===== config.mk =====
export PLATFORM = sky130hd
export DESIGN_NAME = fire_control_scheduler
export DESIGN_NICKNAME = d
export VERILOG_FILES = /design/src/rtl/fire_control_scheduler_pkg.sv /design/src/rtl/fire_control_scheduler_rr_arbiter.sv /design/src/rtl/fire_control_scheduler.sv
export SDC_FILE = /design/constraint.sdc
export NUM_CORES = 1
export LEC_CHECK = 0
export BUFFER_PORTS_ARGS = -buffer_cell sky130_fd_sc_hd__buf_2
export CORE_MARGIN = 2
export CORE_UTILIZATION = 25
export CTS_CLUSTER_DIAMETER = 150
export DETAILED_ROUTE_END_ITERATION = 10
export GPL_TIMING_DRIVEN = 0
export PLACE_DENSITY = 0.49
export SLEW_MARGIN = 40
export SYNTH_ARGS = -nofsm -noshare
export SYNTH_HDL_FRONTEND = slang
export SYNTH_SLANG_ARGS = --single-unit

===== constraint.sdc =====
create_clock -name clk -period 3.6 [get_ports clk]
set_clock_uncertainty 0.15 [all_clocks]
set_input_delay 0.36 -clock clk [delete_from_list [all_inputs] [get_ports clk]]
set_output_delay 0.36 -clock clk [all_outputs]
set_load 0.02 [all_outputs]

===== src/rtl/fire_control_scheduler_pkg.sv =====
// Shared types and constants for the magazine fire-control scheduler.
// Holds the FSM state encoding and the mode value that enables firing.
package fire_control_scheduler_pkg;

    typedef enum logic [1:0] {
        ST_IDLE   = 2'd0,
        ST_FIRE   = 2'd1,
        ST_COOL   = 2'd2,
        ST_RELOAD = 2'd3
    } fcs_state_t;

    localparam logic [3:0] ATTACK_MODE = 4'b0010;

    function automatic logic is_attack(input logic [3:0] mode);
        return mode == ATTACK_MODE;
    endfunction

endpackage


===== src/rtl/fire_control_scheduler_rr_arbiter.sv =====
// Combinational round-robin picker: the search begins one past the last
// winner and wraps, so a requester that just fired has the lowest priority.
module fire_control_scheduler_rr_arbiter #(
    parameter int N_REQ = 4,
    parameter int IW    = 2
) (
    input  logic [N_REQ-1:0] i_req,
    input  logic [IW-1:0]    i_ptr,
    output logic             o_valid,
    output logic [N_REQ-1:0] o_onehot,
    output logic [IW-1:0]    o_idx
);

    int          w_cand;
    logic [IW-1:0] w_sel;

    always_comb begin
        o_valid  = 1'b0;
        o_onehot = '0;
        o_idx    = '0;
        w_cand   = 0;
        w_sel    = '0;
        for (int off = 1; off <= N_REQ; off++) begin
            w_cand = (int'(i_ptr) + off) % N_REQ;
            w_sel  = IW'(w_cand);
            if (!o_valid && i_req[w_sel]) begin
                o_valid         = 1'b1;
                o_onehot[w_sel] = 1'b1;
                o_idx           = w_sel;
            end
        end
    end

endmodule


===== src/rtl/fire_control_scheduler.sv =====
// Magazine sequencer: one shot at a time in round-robin order, attack-mode
// gating, post-shot cooldown, and a timed reload that refills to capacity.
module fire_control_scheduler
    import fire_control_scheduler_pkg::*;
#(
    parameter int N_REQ         = 4,
    parameter int W             = 9,
    parameter int MAG_CAP       = 300,
    parameter int COOLDOWN      = 4,
    parameter int RELOAD_CYCLES = 8
) (
    input  logic             clk,
    input  logic             rst,
    input  logic [3:0]       mode,
    input  logic [N_REQ-1:0] fire_req,
    input  logic [W-1:0]     shot_cost,
    input  logic             reload_req,
    output logic [N_REQ-1:0] grant,
    output logic             shot,
    output logic [W-1:0]     ammo,
    output logic             error,
    output logic             reloading,
    output logic             reload_done,
    output fcs_state_t       o_dbg_state
);

    localparam int IW = (N_REQ > 1) ? $clog2(N_REQ) : 1;
    localparam int CW = 16;

    fcs_state_t       r_state;
    logic [CW-1:0]    r_cnt;
    logic [IW-1:0]    r_ptr;
    logic [IW-1:0]    r_win_idx;
    logic [W-1:0]     r_ammo;
    logic [N_REQ-1:0] r_grant;
    logic             r_shot;
    logic             r_error;
    logic             r_reloading;
    logic             r_reload_done;

    logic             w_win_valid;
    logic [N_REQ-1:0] w_win_onehot;
    logic [IW-1:0]    w_win_idx;
    logic             w_fire_ok;

    fire_control_scheduler_rr_arbiter #(
        .N_REQ (N_REQ),
        .IW    (IW)
    ) u_rr_arbiter (
        .i_req    (fire_req),
        .i_ptr    (r_ptr),
        .o_valid  (w_win_valid),
        .o_onehot (w_win_onehot),
        .o_idx    (w_win_idx)
    );

    // The affordability check guards the debit, so ammo can never wrap.
    assign w_fire_ok = is_attack(mode) && (r_ammo >= shot_cost);

    // Handshake: fire_req is a level held by the turret until it sees its
    // grant bit; grant/shot are single-cycle pulses; reload_req is a level
    // looked at only while idle, and reload_done marks the first idle cycle.
    always_ff @(posedge clk or negedge rst) begin
        if (!rst) begin
            r_state       <= ST_IDLE;
            r_cnt         <= '0;
            r_ptr         <= IW'(N_REQ - 1);
            r_win_idx     <= '0;
            r_ammo        <= '0;
            r_grant       <= '0;
            r_shot        <= 1'b0;
            r_error       <= 1'b0;
            r_reloading   <= 1'b0;
            r_reload_done <= 1'b0;
        end else begin
            r_grant       <= '0;
            r_shot        <= 1'b0;
            r_error       <= 1'b0;
            r_reload_done <= 1'b0;
            case (r_state)
                ST_IDLE: begin
                    if (reload_req) begin
                        r_state     <= ST_RELOAD;
                        r_cnt       <= CW'(RELOAD_CYCLES - 1);
                        r_reloading <= 1'b1;
                    end else if (w_win_valid && w_fire_ok) begin
                        r_state   <= ST_FIRE;
                        r_grant   <= w_win_onehot;
                        r_shot    <= 1'b1;
                        r_win_idx <= w_win_idx;
                        r_ammo    <= r_ammo - shot_cost;
                    end else if (w_win_valid) begin
                        r_error <= 1'b1;
                    end
                end
                ST_FIRE: begin
                    r_ptr   <= r_win_idx;
                    r_cnt   <= CW'(COOLDOWN - 1);
                    r_state <= ST_COOL;
                end
                ST_COOL: begin
                    if (r_cnt == '0) begin
                        r_state <= ST_IDLE;
                    end else begin
                        r_cnt <= r_cnt - 1'b1;
                    end
                end
                ST_RELOAD: begin
                    if (r_cnt == '0) begin
                        r_state       <= ST_IDLE;
                        r_reloading   <= 1'b0;
                        r_ammo        <= W'(MAG_CAP);
                        r_reload_done <= 1'b1;
                    end else begin
                        r_cnt <= r_cnt - 1'b1;
                    end
                end
                default: begin
                    r_state <= ST_IDLE;
                end
            endcase
        end
    end

    assign grant       = r_grant;
    assign shot        = r_shot;
    assign ammo        = r_ammo;
    assign error       = r_error;
    assign reloading   = r_reloading;
    assign reload_done = r_reload_done;
    assign o_dbg_state = r_state;

    a_grant_onehot: assert property (@(posedge clk) disable iff (!rst) $onehot0(r_grant));
    a_shot_matches: assert property (@(posedge clk) disable iff (!rst) r_shot == (|r_grant));
    a_ammo_bound:   assert property (@(posedge clk) disable iff (!rst) r_ammo <= W'(MAG_CAP));

endmodule


==> summary.txt, run 1 <==
Pwr
  – PwrDens: 578 nW/um2
  – Static leakage: 1.47 nW
  – Maximum VDD drop: 218 uV

STA
  – Slack of the critical path: 464 ps
  – Worst Tran Pin Value: 807 ps
  – Final hold violations: 0
  – Fin. max-slew vios: 0
  – Fmax achieved: 319 MHz
  – Max-Slew Margin vs Limit: 45.7%
  – RSZ-0062 raised after global routing: no
  – Setup TNS: 0 ps
  – Tcrit/Tclk final: 87.1%
  – Tmin final: 3140 ps
  – # setup viols final: 0

Floorplanning
  – Core area: 10,900 um2
  – DIE WIDTH: 110 um
  – Row count: 38
  – Die Y: 110 um
  – IO Pins: 39
  – Starting Density: 25.7%
  – DIE AREA: 12,100 um2

Global route
  – First-pass GRT wire length: 11,300 um
  – Largest net degree at the start of global routing: 40
  – Gr usage total: 11.6%
  – Antenna violations before repair: 0
  – Total grt overflow: 0
  – Vias in the first global route: 2,327

Cells and area
  – Non-Filler Cell Area, Final: 3270 um2
  – Final core occ: 30.0%
  – Fraction of layout instances using a drive strength above 1: 16.9%
  – Post-layout nets: 399
  – Ant diodes: 0
  – Layout Area Growth over Synthesis: 16.7%
  – Filler Cell Count: 1,156

Critical path
  – Setup CP Type: reg2reg
  – CP Launch Type: flop
  – Setup crit end kind: flop
  – Crit path max fanout: 9
  – WP data required: 3640 ps
  – Arr. time, crit path: 3180 ps

Logic synthesis
  – Syn nets: 355
  – Synthesized instance count: 316
  – Asr flop ratio synth: 100%
  – Seq/Total Area, Yosys: 34.9%
  – Yosys Warn Count: 0
  – Avg Cell Area, Syn: 8.86 um2
  – Post-synth cell types: 59
  – Post-synthesis register bit count: 39
  – Top FF cell, synth: dfrtp_1
  – Synth Cell Area: 2800 um2
  – Number of synthesized flops with an enable pin: 0

Placement
  – Placed Area: 3160 um2
  – Dpl ws: 534 ps
  – DP HPWL: 4990 um
  – Buffers on Ports: 36
  – RePlAce Congestion: 0.792

Clock tree
  – H-tree levels: 2
  – Bufs on Longest Clock Path: 2
  – Clk Latency, worst-skew pair: 300 ps
  – CTS tree: yes
  – CTS buffer count: 5
  – Setup bufs post-CTS: 0
  – CTS root buf: clkbuf_8
  – Clock-pin slew on the worst setup and hold paths: 90 ps
  – Clk sinks: 39

Flow run
  – Maxcap violations: 0

Detailed routing
  – Final wirelength: 6710 um
  – Pre-antenna DRT Iters: 4
  – Drt drc: 0
  – DR WL/cell: 13.4 um
  – Routed via count: 2,419
  – Vias/cell: 4.83
  – Post-DRT Antenna Nets: 0
  – Starting DRT DRC Count: 70

Status
  – Outcome: finished, final reports clean

Min path
  – Hold/Removal Path Class: in2reg
==> critical path, cell delays in order, from the launching register on <==
cell	delay, ps
dfstp_2	580
clkbuf_1	320
inv_1	260
ha_1	340
clkbuf_1	300
nor4bb_1	110
a211oi_1	340
a22oi_1	150
a32o_1	220
mux2_2	250
==> flip-flops by register name, indices dropped and copies added, names as in the netlist <==
register and count:
r_cnt 16, ammo 9, grant 4, o_dbg_state 2, r_ptr 2, r_win_idx 2, error 1, reload_done 1
reloading 1, shot 1
==> logic make-up after synthesis <==
| group | count (synthesis) | synth area share (%) |
|---|---|---|
| AOI/OAI and AO/OA | 79 | 19.2 |
| xor gates and xnor gates | 14 | 4.38 |
| and+or+nand+nor | 108 | 20.4 |
| muxes | 19 | 6.93 |
| adders and majority gates | 19 | 8.76 |
| buffers and inverters | 38 | 5.45 |
| DFF | 39 | 34.9 |
==> placed cells by master, fill, tap and decap left out, types with 10 or more instances in the layout <==
cell type and n:
buf_2 37, clkbuf_1 12, ha_1 18, inv_1 23, dfrtp_1 37, nand3_1 10, o21ai_0 15, nor2_1 32
a21oi_1 13, nand2_1 17, mux2i_1 16
==> metal layers <==
| layer | track usage [%] | up-vias | share of wire (%) |
|---|---|---|---|
| met3 | 2.02 | 2 | 3.2 |
| met1 | 16.2 | 1150 | 49 |
| li1 | - | 1233 | - |
| met5 | 0 | - | 0 |
| met2 | 19.2 | 34 | 47 |
| met4 | 1.54 | 0 | 0.31 |
==> area by class of cell <==
type | count | area (um2) | area share, %
Multi-Input combinational cell | 239 | 1680 | 51.3
Sequential cell | 39 | 978 | 29.9
Timing Repair Buffer | 37 | 193 | 5.90
Tap cell | 140 | 175 | 5.36
Inverter | 23 | 86.3 | 2.64
Clock buffer | 5 | 68.8 | 2.11
Buffer | 15 | 66.3 | 2.03
Clock inverter | 3 | 23.8 | 0.727
==> path summary, 6_finish.rpt <==
check,start,end,slack (ps),cells past startpoint
worst max-delay path,r_ptr[1],r_win_idx[0],460,9
worst min-delay path,shot_cost[0],ammo[0],240,3
worst max register to register,r_ptr[1],r_win_idx[0],460,9
worst min register to register,r_win_idx[0],r_ptr[0],340,2
max in group asynchronous,rst,r_ptr[1],2510,2
min in group asynchronous,rst,r_cnt[11],430,2
==> synthesized netlist by cell type, types with 4 or more instances <==
master | n | share of area (%)
or3_1 | 4 | 0.89
o21ai_1 | 6 | 1.1
nor3_1 | 8 | 1.4
o21a_1 | 4 | 1.1
xor2_1 | 8 | 2.5
nand3_1 | 10 | 1.8
nor2_1 | 32 | 4.3
clkbuf_1 | 12 | 1.6
ha_1 | 18 | 8.0
a21oi_1 | 13 | 2.3
dfrtp_1 | 37 | 33
inv_1 | 23 | 3.1
nand4_1 | 4 | 0.89
nand2_1 | 17 | 2.3
a31oi_1 | 4 | 0.89
o211ai_1 | 4 | 1.1
nor2b_1 | 6 | 1.3
xnor2_1 | 6 | 1.9
o21ai_0 | 15 | 2.7
nor4_1 | 5 | 1.1
mux2i_1 | 16 | 5.7
a22o_1 | 6 | 1.9
==> per-stage QoR <==
stage	power, W	cells	hold WS, ps
6_report	0.00189	501	242
5_1_grt	0.00206	501	247
4_1_cts	0.00190	501	235
3_5_place_dp	0.00158	492	233
3_3_place_gp	0.00156	492	307
2_1_floorplan	0.00135	316	-85.6
==> power by group <==
group	total (W)	leakage [nW]	internal, W	switching [W]
Sequential	0.000696	0.456	0.000564	0.000132
Clock	0.000316	0.0408	0.000139	0.000177
Combinational	0.000876	0.975	0.000370	0.000506
==> timing repair <==
action | in CTS | in global routing
gates resized for setup | 0 | 0
hold buffers | 1 | 0
endpoints found under the hold margin | 37 | 0
(Power assumes the default switching activity.)
==> inputs of run 2 (changes only) <==
- CTS_BUF_LIST: not set -> sky130_fd_sc_hd__clkbuf_16
- SETUP_SLACK_MARGIN: not set -> 0.05
==> summary.txt, run 2 (synthesis gave the netlist of run 1 again) <==
Floorplanning
  – Starting Density: 25.7%
  – Die Y: 110 um
  – IO Pins: 39
  – Row count: 38
  – DIE WIDTH: 110 um
  – DIE AREA: 12,100 um2
  – Core area: 10,900 um2

Critical path
  – CP Launch Type: flop
  – Setup CP Type: reg2reg
  – Crit path max fanout: 9
  – Cell chain of the critical path: clkbuf_1, inv_1, ha_1, clkbuf_1, nor4bb_1, a211oi_1, a22oi_1, a32o_1, mux2_2
  – CP most frequent cell: clkbuf_1
  – CP Buf/Inv Count: 3
  – CP max stage cell: dfstp_2
  – CP top delay family: buffers and inverters
  – CP peak stage delay: 570 ps
  – Arr. time, crit path: 3150 ps
  – Setup crit end kind: flop
  – WP data required: 3630 ps

Global route
  – Gr usage total: 11.8%
  – Antenna violations before repair: 0
  – Total grt overflow: 0
  – Vias in the first global route: 2,354
  – First-pass GRT wire length: 11,400 um
  – Largest net degree at the start of global routing: 40

Detailed routing
  – Drt drc: 0
  – DR WL/cell: 13.4 um
  – Pre-antenna DRT Iters: 6
  – Vias/cell: 4.85
  – Starting DRT DRC Count: 70
  – Final wirelength: 6740 um
  – Post-DRT Antenna Nets: 0
  – Routed via count: 2,431

Pwr
  – Maximum VDD drop: 205 uV
  – Static leakage: 1.50 nW
  – PwrDens: 610 nW/um2

Cells and area
  – Post-layout nets: 399
  – Filler Cell Count: 1,147
  – Non-Filler Instances: 501
  – Layout Area Growth over Synthesis: 18.7%
  – Sequential cell area: 978 um2
  – Largest register FFs: 16
  – Ant diodes: 0
  – Most frequent cells in the layout: 37 x buf_2, 37 x dfrtp_1, 32 x nor2_1, 23 x inv_1, 18 x ha_1
  – Area of the multi-input gates: 1680 um2
  – Fraction of layout instances using a drive strength above 1: 16.9%
  – Top reg by flops: r_cnt
  – Non-Filler Cell Area, Final: 3320 um2

Placement
  – Placed cells: 492
  – Dpl ws: 534 ps
  – DP HPWL: 4990 um
  – Buffers on Ports: 36
  – Placed Area: 3160 um2
  – RePlAce Congestion: 0.792

Min path
  – Hold/Removal Path Class: in2reg

STA
  – # setup viols final: 0
  – Fin. max-slew vios: 0
  – Fmax achieved: 320 MHz
  – RSZ-0062 raised after global routing: no
  – Setup TNS: 0 ps
  – Max-Slew Margin vs Limit: 45.7%
  – Worst Tran Pin Value: 807 ps
  – Fin Hold WS: 254 ps
  – Slack of the critical path: 477 ps
  – Final hold violations: 0
  – Tmin final: 3120 ps
  – Tcrit/Tclk final: 86.8%

Clock tree
  – Quantity of hold-fixing buffers added after cts: 1
  – CTS buffer count: 5
  – CTS root buf: clkbuf_16
  – Setup bufs post-CTS: 0
  – Bufs on Longest Clock Path: 2
  – Clk sinks: 39
  – Clk Latency, worst-skew pair: 290 ps
  – Clock-pin slew on the worst setup and hold paths: 70 ps
  – CTS tree: yes
  – Post-cts sizing count: 0
  – H-tree levels: 2

Flow run
  – Maxcap violations: 0

Status
  – Outcome: finished, final reports clean
## run 2: cell counts in the layout (fill, tap and decap cells not counted)
Identical to the previous run, type by type.
## run 2: per-stage QoR
step / power (W) / util, %
2_1_floorplan: 0.00135 / -
3_3_place_gp: 0.00156 / 29.0
3_5_place_dp: 0.00158 / 29.0
4_1_cts: 0.00204 / 30.5
5_1_grt: 0.00220 / 30.5
6_report: 0.00203 / 30.5
## run 2: worst register-to-register path, cell delays in order, from the launching register on
cell and delay [ps]:
dfstp_2 570, clkbuf_1 320, inv_1 260, ha_1 340
clkbuf_1 300, nor4bb_1 110, a211oi_1 340, a22oi_1 150
a32o_1 220, mux2_2 250
## run 2: cell type report
class	count	area share, %
multi-input cells	239	50.4
flip-flops and latches	39	29.4
repair buffers	37	5.80
well taps	140	5.27
clock buffers	5	3.76
inverters	23	2.60
plain buffers	15	1.99
clock inverters	3	0.715
## run 2: final timing paths
path / slack (ps) / endpoint / cells past startpoint / from
setup / recovery: 480 / r_win_idx[0] / 9 / r_ptr[1]
hold / removal: 250 / ammo[0] / 3 / shot_cost[0]
setup reg to reg: 480 / r_win_idx[0] / 9 / r_ptr[1]
hold reg to reg: 330 / r_ptr[0] / 2 / r_win_idx[0]
max in group asynchronous: 2490 / r_ptr[1] / 2 / rst
min in group asynchronous: 440 / r_cnt[11] / 2 / rst
## run 2: per-layer routing
metal	vias up	global-route usage (%)	routed length [um]
met3	5	2.02	219
met1	1159	16.1	3300
met4	0	2.62	48
met2	31	19.5	3170
met5	-	0	0
li1	1236	-	-
## run 2: power by group
part | internal [W] | switching, W
registers | 0.000565 | 0.000132
clock network | 0.000259 | 0.000193
logic | 0.000370 | 0.000507
total | 0.00119 | 0.000832
